--- src/rtl/decode_cycle_if.sv ---
// IF/ID inputs, writeback port and ID/EX outputs of the decode stage, grouped as one bundle.
// The decode stage uses the slave modport; whatever drives fetch and writeback uses master.
interface decode_cycle_if;
  logic [31:0] InstrD;
  logic [31:0] PCD;
  logic [31:0] PCPlus4D;
  logic        RegWriteW;
  logic [4:0]  RDW;
  logic [31:0] ResultW;
  logic        FlushE;

  logic        RegWriteE;
  logic        MemWriteE;
  logic        ALUSrcE;
  logic        ResultSrcE;
  logic        BranchE;
  logic [2:0]  ALUControlE;
  logic [31:0] RD1_E;
  logic [31:0] RD2_E;
  logic [31:0] Imm_Ext_E;
  logic [4:0]  RS1_E;
  logic [4:0]  RS2_E;
  logic [4:0]  RD_E;
  logic [31:0] PCE;
  logic [31:0] PCPlus4E;

  modport master (
    output InstrD, PCD, PCPlus4D, RegWriteW, RDW, ResultW, FlushE,
    input  RegWriteE, MemWriteE, ALUSrcE, ResultSrcE, BranchE, ALUControlE,
    input  RD1_E, RD2_E, Imm_Ext_E, RS1_E, RS2_E, RD_E, PCE, PCPlus4E
  );

  modport slave (
    input  InstrD, PCD, PCPlus4D, RegWriteW, RDW, ResultW, FlushE,
    output RegWriteE, MemWriteE, ALUSrcE, ResultSrcE, BranchE, ALUControlE,
    output RD1_E, RD2_E, Imm_Ext_E, RS1_E, RS2_E, RD_E, PCE, PCPlus4E
  );
endinterface

--- src/rtl/decode_cycle.sv ---
// Decode stage of the five-stage RISC-V pipeline: main/ALU decode, immediate generation,
// 32x32 register file with write-through, and the ID/EX pipeline register.
module decode_cycle (
  input  logic           clk,
  input  logic           rst,
  decode_cycle_if.slave  bus
);

  typedef enum logic [2:0] {
    AluAdd = 3'b000,
    AluSub = 3'b001,
    AluAnd = 3'b010,
    AluOr  = 3'b011,
    AluSlt = 3'b101
  } alu_op_e;

  typedef enum logic [1:0] {ImmNone, ImmI, ImmS, ImmB} imm_sel_e;

  localparam logic [6:0] OpLw   = 7'b0000011;
  localparam logic [6:0] OpSw   = 7'b0100011;
  localparam logic [6:0] OpR    = 7'b0110011;
  localparam logic [6:0] OpIAlu = 7'b0010011;
  localparam logic [6:0] OpBeq  = 7'b1100011;

  logic [6:0]  opcode;
  logic [4:0]  rs1, rs2, rd;
  logic [2:0]  funct3;
  logic        funct7b5;

  assign opcode   = bus.InstrD[6:0];
  assign rs1      = bus.InstrD[19:15];
  assign rs2      = bus.InstrD[24:20];
  assign rd       = bus.InstrD[11:7];
  assign funct3   = bus.InstrD[14:12];
  assign funct7b5 = bus.InstrD[30];

  logic        reg_write, mem_write, alu_src, result_src, branch;
  logic        arith;
  alu_op_e     alu_op;
  imm_sel_e    imm_sel;
  logic [31:0] imm_ext;

  always_comb begin
    reg_write  = 1'b0;
    mem_write  = 1'b0;
    alu_src    = 1'b0;
    result_src = 1'b0;
    branch     = 1'b0;
    arith      = 1'b0;
    alu_op     = AluAdd;
    imm_sel    = ImmNone;
    case (opcode)
      OpLw: begin
        reg_write  = 1'b1;
        alu_src    = 1'b1;
        result_src = 1'b1;
        imm_sel    = ImmI;
      end
      OpSw: begin
        mem_write = 1'b1;
        alu_src   = 1'b1;
        imm_sel   = ImmS;
      end
      OpR: begin
        reg_write = 1'b1;
        arith     = 1'b1;
      end
      OpIAlu: begin
        reg_write = 1'b1;
        alu_src   = 1'b1;
        arith     = 1'b1;
        imm_sel   = ImmI;
      end
      OpBeq: begin
        branch  = 1'b1;
        alu_op  = AluSub;
        imm_sel = ImmB;
      end
      default: ;
    endcase

    if (arith) begin
      case (funct3)
        3'b000:  alu_op = (opcode == OpR && funct7b5) ? AluSub : AluAdd;
        3'b111:  alu_op = AluAnd;
        3'b110:  alu_op = AluOr;
        3'b010:  alu_op = AluSlt;
        default: alu_op = AluAdd;
      endcase
    end

    case (imm_sel)
      ImmI:    imm_ext = {{20{bus.InstrD[31]}}, bus.InstrD[31:20]};
      ImmS:    imm_ext = {{20{bus.InstrD[31]}}, bus.InstrD[31:25], bus.InstrD[11:7]};
      ImmB:    imm_ext = {{19{bus.InstrD[31]}}, bus.InstrD[31], bus.InstrD[7],
                          bus.InstrD[30:25], bus.InstrD[11:8], 1'b0};
      default: imm_ext = '0;
    endcase
  end

  // Register file; entry 0 is never written so it stays zero from reset.
  logic [31:0] rf_q [32];
  logic        rf_we;

  assign rf_we = bus.RegWriteW && (bus.RDW != 5'd0);

  always_ff @(posedge clk or negedge rst) begin
    if (!rst) begin
      for (int i = 0; i < 32; i++) rf_q[i] <= '0;
    end else if (rf_we) begin
      rf_q[bus.RDW] <= bus.ResultW;
    end
  end

  logic [31:0] rd1, rd2;

  always_comb begin
    rd1 = '0;
    rd2 = '0;
    if (rs1 != 5'd0) rd1 = (rf_we && bus.RDW == rs1) ? bus.ResultW : rf_q[rs1];
    if (rs2 != 5'd0) rd2 = (rf_we && bus.RDW == rs2) ? bus.ResultW : rf_q[rs2];
  end

  // ID/EX register; a flush squashes only the control fields.
  logic [4:0]  ctrl_d, ctrl_q;
  logic [2:0]  alu_ctrl_d, alu_ctrl_q;
  logic [31:0] rd1_q, rd2_q, imm_q, pc_q, pc4_q;
  logic [4:0]  rs1_q, rs2_q, rd_q;

  always_comb begin
    ctrl_d     = {reg_write, mem_write, alu_src, result_src, branch};
    alu_ctrl_d = alu_op;
    if (bus.FlushE) begin
      ctrl_d     = '0;
      alu_ctrl_d = '0;
    end
  end

  always_ff @(posedge clk or negedge rst) begin
    if (!rst) begin
      ctrl_q     <= '0;
      alu_ctrl_q <= '0;
      rd1_q      <= '0;
      rd2_q      <= '0;
      imm_q      <= '0;
      rs1_q      <= '0;
      rs2_q      <= '0;
      rd_q       <= '0;
      pc_q       <= '0;
      pc4_q      <= '0;
    end else begin
      ctrl_q     <= ctrl_d;
      alu_ctrl_q <= alu_ctrl_d;
      rd1_q      <= rd1;
      rd2_q      <= rd2;
      imm_q      <= imm_ext;
      rs1_q      <= rs1;
      rs2_q      <= rs2;
      rd_q       <= rd;
      pc_q       <= bus.PCD;
      pc4_q      <= bus.PCPlus4D;
    end
  end

  assign {bus.RegWriteE, bus.MemWriteE, bus.ALUSrcE, bus.ResultSrcE, bus.BranchE} = ctrl_q;
  assign bus.ALUControlE = alu_ctrl_q;
  assign bus.RD1_E       = rd1_q;
  assign bus.RD2_E       = rd2_q;
  assign bus.Imm_Ext_E   = imm_q;
  assign bus.RS1_E       = rs1_q;
  assign bus.RS2_E       = rs2_q;
  assign bus.RD_E        = rd_q;
  assign bus.PCE         = pc_q;
  assign bus.PCPlus4E    = pc4_q;

endmodule

--- src/flat_wrapper.sv ---
// flat-port wrapper written by rule: the top's interface ports become plain ports
module decode_cycle_flat 
  (clk, rst, bus_InstrD, bus_PCD, bus_PCPlus4D, bus_RegWriteW, bus_RDW, bus_ResultW, bus_FlushE, bus_RegWriteE, bus_MemWriteE, bus_ALUSrcE, bus_ResultSrcE, bus_BranchE, bus_ALUControlE, bus_RD1_E, bus_RD2_E, bus_Imm_Ext_E, bus_RS1_E, bus_RS2_E, bus_RD_E, bus_PCE, bus_PCPlus4E);
  decode_cycle_if bus_i ();
  input  logic clk;
  input  logic rst;
  input wire logic [$bits(bus_i.InstrD)-1:0] bus_InstrD;
  input wire logic [$bits(bus_i.PCD)-1:0] bus_PCD;
  input wire logic [$bits(bus_i.PCPlus4D)-1:0] bus_PCPlus4D;
  input wire logic [$bits(bus_i.RegWriteW)-1:0] bus_RegWriteW;
  input wire logic [$bits(bus_i.RDW)-1:0] bus_RDW;
  input wire logic [$bits(bus_i.ResultW)-1:0] bus_ResultW;
  input wire logic [$bits(bus_i.FlushE)-1:0] bus_FlushE;
  output wire logic [$bits(bus_i.RegWriteE)-1:0] bus_RegWriteE;
  output wire logic [$bits(bus_i.MemWriteE)-1:0] bus_MemWriteE;
  output wire logic [$bits(bus_i.ALUSrcE)-1:0] bus_ALUSrcE;
  output wire logic [$bits(bus_i.ResultSrcE)-1:0] bus_ResultSrcE;
  output wire logic [$bits(bus_i.BranchE)-1:0] bus_BranchE;
  output wire logic [$bits(bus_i.ALUControlE)-1:0] bus_ALUControlE;
  output wire logic [$bits(bus_i.RD1_E)-1:0] bus_RD1_E;
  output wire logic [$bits(bus_i.RD2_E)-1:0] bus_RD2_E;
  output wire logic [$bits(bus_i.Imm_Ext_E)-1:0] bus_Imm_Ext_E;
  output wire logic [$bits(bus_i.RS1_E)-1:0] bus_RS1_E;
  output wire logic [$bits(bus_i.RS2_E)-1:0] bus_RS2_E;
  output wire logic [$bits(bus_i.RD_E)-1:0] bus_RD_E;
  output wire logic [$bits(bus_i.PCE)-1:0] bus_PCE;
  output wire logic [$bits(bus_i.PCPlus4E)-1:0] bus_PCPlus4E;
  assign bus_i.InstrD = bus_InstrD;
  assign bus_i.PCD = bus_PCD;
  assign bus_i.PCPlus4D = bus_PCPlus4D;
  assign bus_i.RegWriteW = bus_RegWriteW;
  assign bus_i.RDW = bus_RDW;
  assign bus_i.ResultW = bus_ResultW;
  assign bus_i.FlushE = bus_FlushE;
  assign bus_RegWriteE = bus_i.RegWriteE;
  assign bus_MemWriteE = bus_i.MemWriteE;
  assign bus_ALUSrcE = bus_i.ALUSrcE;
  assign bus_ResultSrcE = bus_i.ResultSrcE;
  assign bus_BranchE = bus_i.BranchE;
  assign bus_ALUControlE = bus_i.ALUControlE;
  assign bus_RD1_E = bus_i.RD1_E;
  assign bus_RD2_E = bus_i.RD2_E;
  assign bus_Imm_Ext_E = bus_i.Imm_Ext_E;
  assign bus_RS1_E = bus_i.RS1_E;
  assign bus_RS2_E = bus_i.RS2_E;
  assign bus_RD_E = bus_i.RD_E;
  assign bus_PCE = bus_i.PCE;
  assign bus_PCPlus4E = bus_i.PCPlus4E;
  decode_cycle u_core (.clk(clk), .rst(rst), .bus(bus_i));
endmodule
--- config.mk ---
export PLATFORM = sky130hd
export DESIGN_NAME = decode_cycle_flat
export DESIGN_NICKNAME = d
export VERILOG_FILES = /design/src/rtl/decode_cycle_if.sv /design/src/rtl/decode_cycle.sv /design/src/flat_wrapper.sv
export SDC_FILE = /design/constraint.sdc
export NUM_CORES = 2
export LEC_CHECK = 0
export ABC_AREA = 0
export BUFFER_PORTS_ARGS = -buffer_cell sky130_fd_sc_hd__buf_2
export CAP_MARGIN = 20
export CORE_ASPECT_RATIO = 1.1
export CORE_MARGIN = 3
export CORE_UTILIZATION = 50
export DETAILED_ROUTE_END_ITERATION = 10
export HOLD_SLACK_MARGIN = 0.02
export PLACE_DENSITY_LB_ADDON = 0.05
export SLEW_MARGIN = 20
export SYNTH_ARGS = -nofsm -noshare
export SYNTH_HDL_FRONTEND = slang
export SYNTH_SLANG_ARGS = --single-unit
export TNS_END_PERCENT = 1
--- constraint.sdc ---
create_clock -name clk -period 2.2 [get_ports clk]
set_clock_uncertainty 0.15 [all_clocks]
set_input_delay 0.44 -clock clk [delete_from_list [all_inputs] [get_ports clk]]
set_output_delay 0.44 -clock clk [all_outputs]
set_load 0.05 [all_outputs]
### Word level (Yosys, flattened, before mapping)

Cells that the tools add are included.

* flip-flop bits (word level): 1207
* input bits: 137
* output and inout port bits: 183
* word-level logic and storage cells: 102

* order comparisons: 4
* eq/ne operators: 13
* mux-type cells: 27
* bitwise logic cells: 3
* reduce and logical (&&, ||, !) cells: 13

Operators with widths (count)
* bitwise mux 1024 bit: 1
* binary-select mux 32 bit (select 5 bit): 2
* 2-to-1 mux 32 bit: 9
* demux 32 bit (select 5 bit): 1
* one-hot mux 32 bit (3 select lines): 1
* greater-or-equal comparator 6 bit, second input constant: 3
* NOT 5 -> 6 bit: 3
* nonzero test 5 bit: 3
* == test 7 x 6 -> 1 bit, second input constant: 2
* one-hot mux 3 bit (4 select lines): 1
* == test 5 bit: 2
* 2-to-1 mux 1 bit: 8
* == test 7 x 2 -> 1 bit, second input constant: 1
* == test 7 x 5 -> 1 bit, second input constant: 1
* == test 7 bit, second input constant: 1
* == test 3 bit, second input constant: 2
* less-than comparator 6 x 1 -> 1 bit, second input constant: 1
* 2-to-1 mux 3 bit: 2
* one-hot mux 2 bit (3 select lines): 1
* OR reduction 3 bit: 2
* logical AND 1 bit: 5
* 2-to-1 mux 5 bit: 1
* == test 2 bit, second input constant: 2
* OR reduction 2 bit: 2
* 3 further kinds: 3

### Logic depth before layout (Yosys ltp)

* depth after elaboration: 6
* depth in mapped cells: 10
* mapped depth without buffers: 5

### Worst setup path before layout

OpenSTA, ideal clock, no wires.

* path type: in2reg
* start: input port bus_InstrD[21]
* end: register u_core.rd2_q[0] (netlist: u_core.bus.RD2_E[0])
* setup time: 143 ps
* arrival time: 2014 ps
* data required time: 1907 ps
* slack: -107 ps
* stages: 7
* buffers on the path: 3
* cell sequence: buf_2 -> buf_2 -> buf_1 -> mux4_2 -> a221oi_1 -> and3_1 -> nor3_1

* word-level cells in the longest chain between the ends: 6
* elaborated cells between the ends (all ways): 9
* classes of those cells: eq/ne: 1; mux: 5; bitwise: 1; reduce/logical: 2

Ends and longest elaborated chain
* start, declared: RTL line flat_wrapper.sv:7 `input wire logic [$bits(bus_i.InstrD)-1:0] bus_InstrD;`
* NOT 5 -> 6 bit (implied by the code): RTL line decode_cycle.sv:121 `if (rs2 != 5'd0) rd2 = (rf_we && bus.RDW == rs2) ? bus.ResultW : rf_q[rs2];`
* binary-select mux 32 bit (select 5 bit): RTL line decode_cycle.sv:121
* 2-to-1 mux 32 bit (implied by the code) (2 in series): RTL line decode_cycle.sv:121
* 2-to-1 mux 32 bit: RTL line decode_cycle.sv:121
* 2-to-1 mux 32 bit (*): RTL line decode_cycle.sv:121
* named net u_core.rd2[0]: RTL line decode_cycle.sv:115 `logic [31:0] rd1, rd2;`
* end signal, assigned: RTL line decode_cycle.sv:155 `rd2_q <= rd2;`
* end, declared: RTL line decode_cycle.sv:127 `logic [31:0] rd1_q, rd2_q, imm_q, pc_q, pc4_q;`

The timed path passes the listed nets; every way through them passes the cells marked *. The select of a mux whose other input is x is not followed.
A chain may end at the register's enable or synchronous reset.

==> results.json <==
{
  "status": "complete, no violations",
  "gp_congestion": 0.9008,
  "core_mm2": 0.1167,
  "hold_viol": 0,
  "die_w_um": 334.1,
  "synth_edf_count": 0,
  "overflow": 0,
  "ant_nets": 0,
  "grt.total_usage_pct": 35.35,
  "path_class": "reg -> out",
  "max_clock_freq_mhz": 459.2,
  "synth_cell_types": 64,
  "fin_crit_sh_pct": 98.98,
  "dieArea_mm2": 0.1226,
  "avgSynthCellArea_um2": 15.12,
  "drive_gt1_share_pct": 53.88,
  "post-cts-setup-buffers": 0,
  "path_delay_family": "flip-flops",
  "remaining_drc_errors": 0,
  "synth_seq_cells": 1188,
  "clkTransAtPathRegs_ps": 60,
  "netlist_area_mm2": 0.05919,
  "via_count": 41420,
  "stdcell_area_mm2": 0.07243,
  "tightestPinTransition_ps": 1152,
  "dp_cells": 5828,
  "hp-class": "in -> reg",
  "power.density_mw_per_mm2": 900.1,
  "setup_violations": 0,
  "min_path_cells": 3,
  "yosysWarnings": 0,
  "io_pins": 320,
  "ys.flop_type": "dfrtp_1",
  "antenna_found_initial": 11,
  "place_ws_ps": -649.2,
  "grt_pass1_wl_um": 312200,
  "ys_seq_area_share_pct": 50.22,
  "cts.sinks": 1188,
  "critPathArrivalTime_ps": 1590,
  "cts_root_buf": "clkbuf_16",
  "io_buffers": 319,
  "die_y_um": 366.9,
  "rr_worst_depth": 5,
  "async_flop_share_pct": 100.0,
  "drt-initial-drc-count": 4125,
  "grt_max_degree": 111,
  "min_period_ps": 2178,
  "cp-start-kind": "flop",
  "area_delta_synth_final_pct": 22.37,
  "cpPeakStageDelay_ps": 510,
  "clockBufferDepth": 3,
  "min_from": "bus_ResultW[0]",
  "firstDrtPassIters": 5,
  "avgViaCountPerCell": 6.696,
  "hpwl_um": 142200,
  "critPathRequiredTime_ps": 1610,
  "place_area_mm2": 0.06676,
  "slew_headroom_pct": 23.12,
  "maxCapViolCount": 0,
  "layoutNonFillerInstCount": 6186,
  "synth_fp_nets": 4052,
  "regToRegEndpoint": "u_core.bus.RD2_E[7]",
  "ir_drop_mv": 0.6849,
  "grt_pass1_vias": 43670,
  "final_util_pct": 62.07,
  "cts_tree": "done",
  "slew_viol_final": 0,
  "clock_latency_ps": 770,
  "htree_levels": 4,
  "avgRoutedWirePerCell_um": 34.75,
  "rsz0062_at_grt": "true",
  "r2r_slack_ps": 160,
  "r2r_start": "u_core.rf_q[775]",
  "crit_slowest_cell": "dfrtp_2",
  "cp-end-kind": "output pin",
  "holdPathEnd": "u_core.bus.RD2_E[0]",
  "setup_ws_ps": 22.49,
  "critical_path_buf_inv_count": 1,
  "syn_inst": 3915,
  "start_util_pct": 50.72,
  "cts_buffers": 135,
  "path_max_fanout": 20,
  "wl_um": 215000,
  "cp_cell_sequence": "buf_2",
  "p_leak_nw": 32.29,
  "setup_tns_ps": 0,
  "num_rows": 131,
  "nets": 4680
}
[worst max path at each step]
stage	startpoint	endpoint	depth (start not counted)
after detailed placement	bus_InstrD[19]	u_core.bus.RD1_E[4]	8
after global placement	bus_InstrD[19]	u_core.bus.RD1_E[4]	8
final	u_core.bus.Imm_Ext_E[30]	bus_Imm_Ext_E[24]	1
after global routing	u_core.bus.Imm_Ext_E[30]	bus_Imm_Ext_E[22]	1
after CTS	u_core.bus.Imm_Ext_E[30]	bus_Imm_Ext_E[18]	1
after floorplan	bus_RDW[2]	u_core.rf_q[641]	7
[sequential cells by signal, summed over array words and instances (netlist names)]
name and count:
u_core.bus.RS2_E 5, u_core.bus.Imm_Ext_E 13, u_core.bus.PCE 32, u_core.bus.PCPlus4E 32
u_core.bus.ALUControlE 3, u_core.bus.RD2_E 32, u_core.bus.RD1_E 32, u_core.ctrl_q 5
u_core.bus.RD_E 5, u_core.rf_q 1024, u_core.bus.RS1_E 5
[per-layer routing]
metal / routed length [um] / part of all wire, % / vias up / GRT usage (%)
li1: - / - / 16400 / -
met1: 84220 / 39 / 22270 / 46.88
met2: 101000 / 47 / 2171 / 55.41
met3: 17490 / 8.1 / 579 / 7.603
met4: 12260 / 5.7 / 4 / 17.81
met5: 21 / 0.0098 / - / 0
[power breakdown]
part | total [mW] | leakage (nW) | internal, mW | switching [mW]
Sequential | 28.8 | 15.2 | 25.7 | 3.07
Clock | 23.2 | 2.24 | 13.9 | 9.31
Combinational | 13.2 | 14.9 | 7.35 | 5.88
[per-stage QoR]
stage	hold slack (ps)	power [mW]
CTS	27.43	65.41
floorplan	-5.591	37.18
detailed placement	182.1	42.04
global placement	182.2	41.23
finish	92.28	65.20
global route	72.21	67.65
[cell usage after synthesis, types with 3 or more instances]
cell,count,area (um^2)
xnor2_1,7,61.31
o22ai_1,96,600.6
a221oi_1,40,350.3
nor2b_1,19,118.9
clkbuf_1,203,762.0
nor2_1,73,274.0
mux2i_1,161,1612
o211ai_1,10,75.07
or2_2,4,25.02
xor2_1,3,26.28
and3b_1,6,52.55
nand2b_1,12,75.07
mux2_2,964,10860
buf_4,48,360.4
mux2_1,28,315.3
buf_2,128,640.6
a221o_1,17,170.2
buf_6,15,168.9
buf_1,51,191.4
nor4_1,3,18.77
o21ai_0,42,210.2
a211o_1,16,140.1
a22oi_1,65,488.0
a21oi_1,25,125.1
a211oi_1,14,105.1
a22o_1,18,157.7
o21ai_1,3,15.01
inv_1,4,15.01
nor3b_1,22,165.2
nand3_1,20,100.1
nand2_1,30,112.6
dfrtp_1,1188,29730
and3_1,7,43.79
nand4_1,6,37.54
mux4_1,3,78.83
a2111oi_0,8,70.07
o22a_1,10,87.58
nor3_1,52,260.3
a32o_1,20,200.2
nand4b_1,3,26.28
mux4_2,443,9977
[cell usage in the layout (no fill, tap or decap), drive strengths merged, types with 7 or more instances in the layout]
cell,instances
a2111oi,8
nor2,74
bufinv,11
clkinv,30
dlygate4sd3,106
buf,831
a211o,16
and3,7
a221o,17
o22ai,96
nor3b,23
nand2b,12
a22oi,65
clkbuf,198
a21oi,25
o211ai,10
o21ai,46
mux2,992
mux2i,161
nor3,54
xnor2,7
a22o,18
a32o,20
diode,8
dfrtp,1188
o22a,10
a221oi,40
a211oi,14
mux4,446
nand3,20
inv,7
nor2b,19
nand2,30
[layout make-up]
class	instances	area [um^2]
Fill cell	8780	44270
Sequential cell	1188	29730
Multi-Input combinational cell	2275	27520
Timing Repair Buffer	938	8682
Clock buffer	197	3981
Tap cell	1529	1913
Clock inverter	46	569.3
Antenna cell	8	20.02
Inverter	5	18.77
[cell families (layout without fill, tap and decap cells)]
family,after synthesis,count (layout),share of synthesized area [%]
DFF,1188,1188,50.22
muxes,1599,1599,38.58
buffers and inverters,452,1186,3.661
AOI/OAI and AO/OA,394,394,4.934
and+or+nand+nor,272,272,2.450
xor gates and xnor gates,10,10,0.1480
other,0,8,0
[timing repair]
item                                    4_1_cts  5_1_grt
pin swaps                                     0        1
resized for setup                             3        3
endpoints found under the setup margin       20       20
hold buffers                                106        2
hold endpoints to repair                   1129        1
Note: power is estimated with default switching activity, not from simulation.
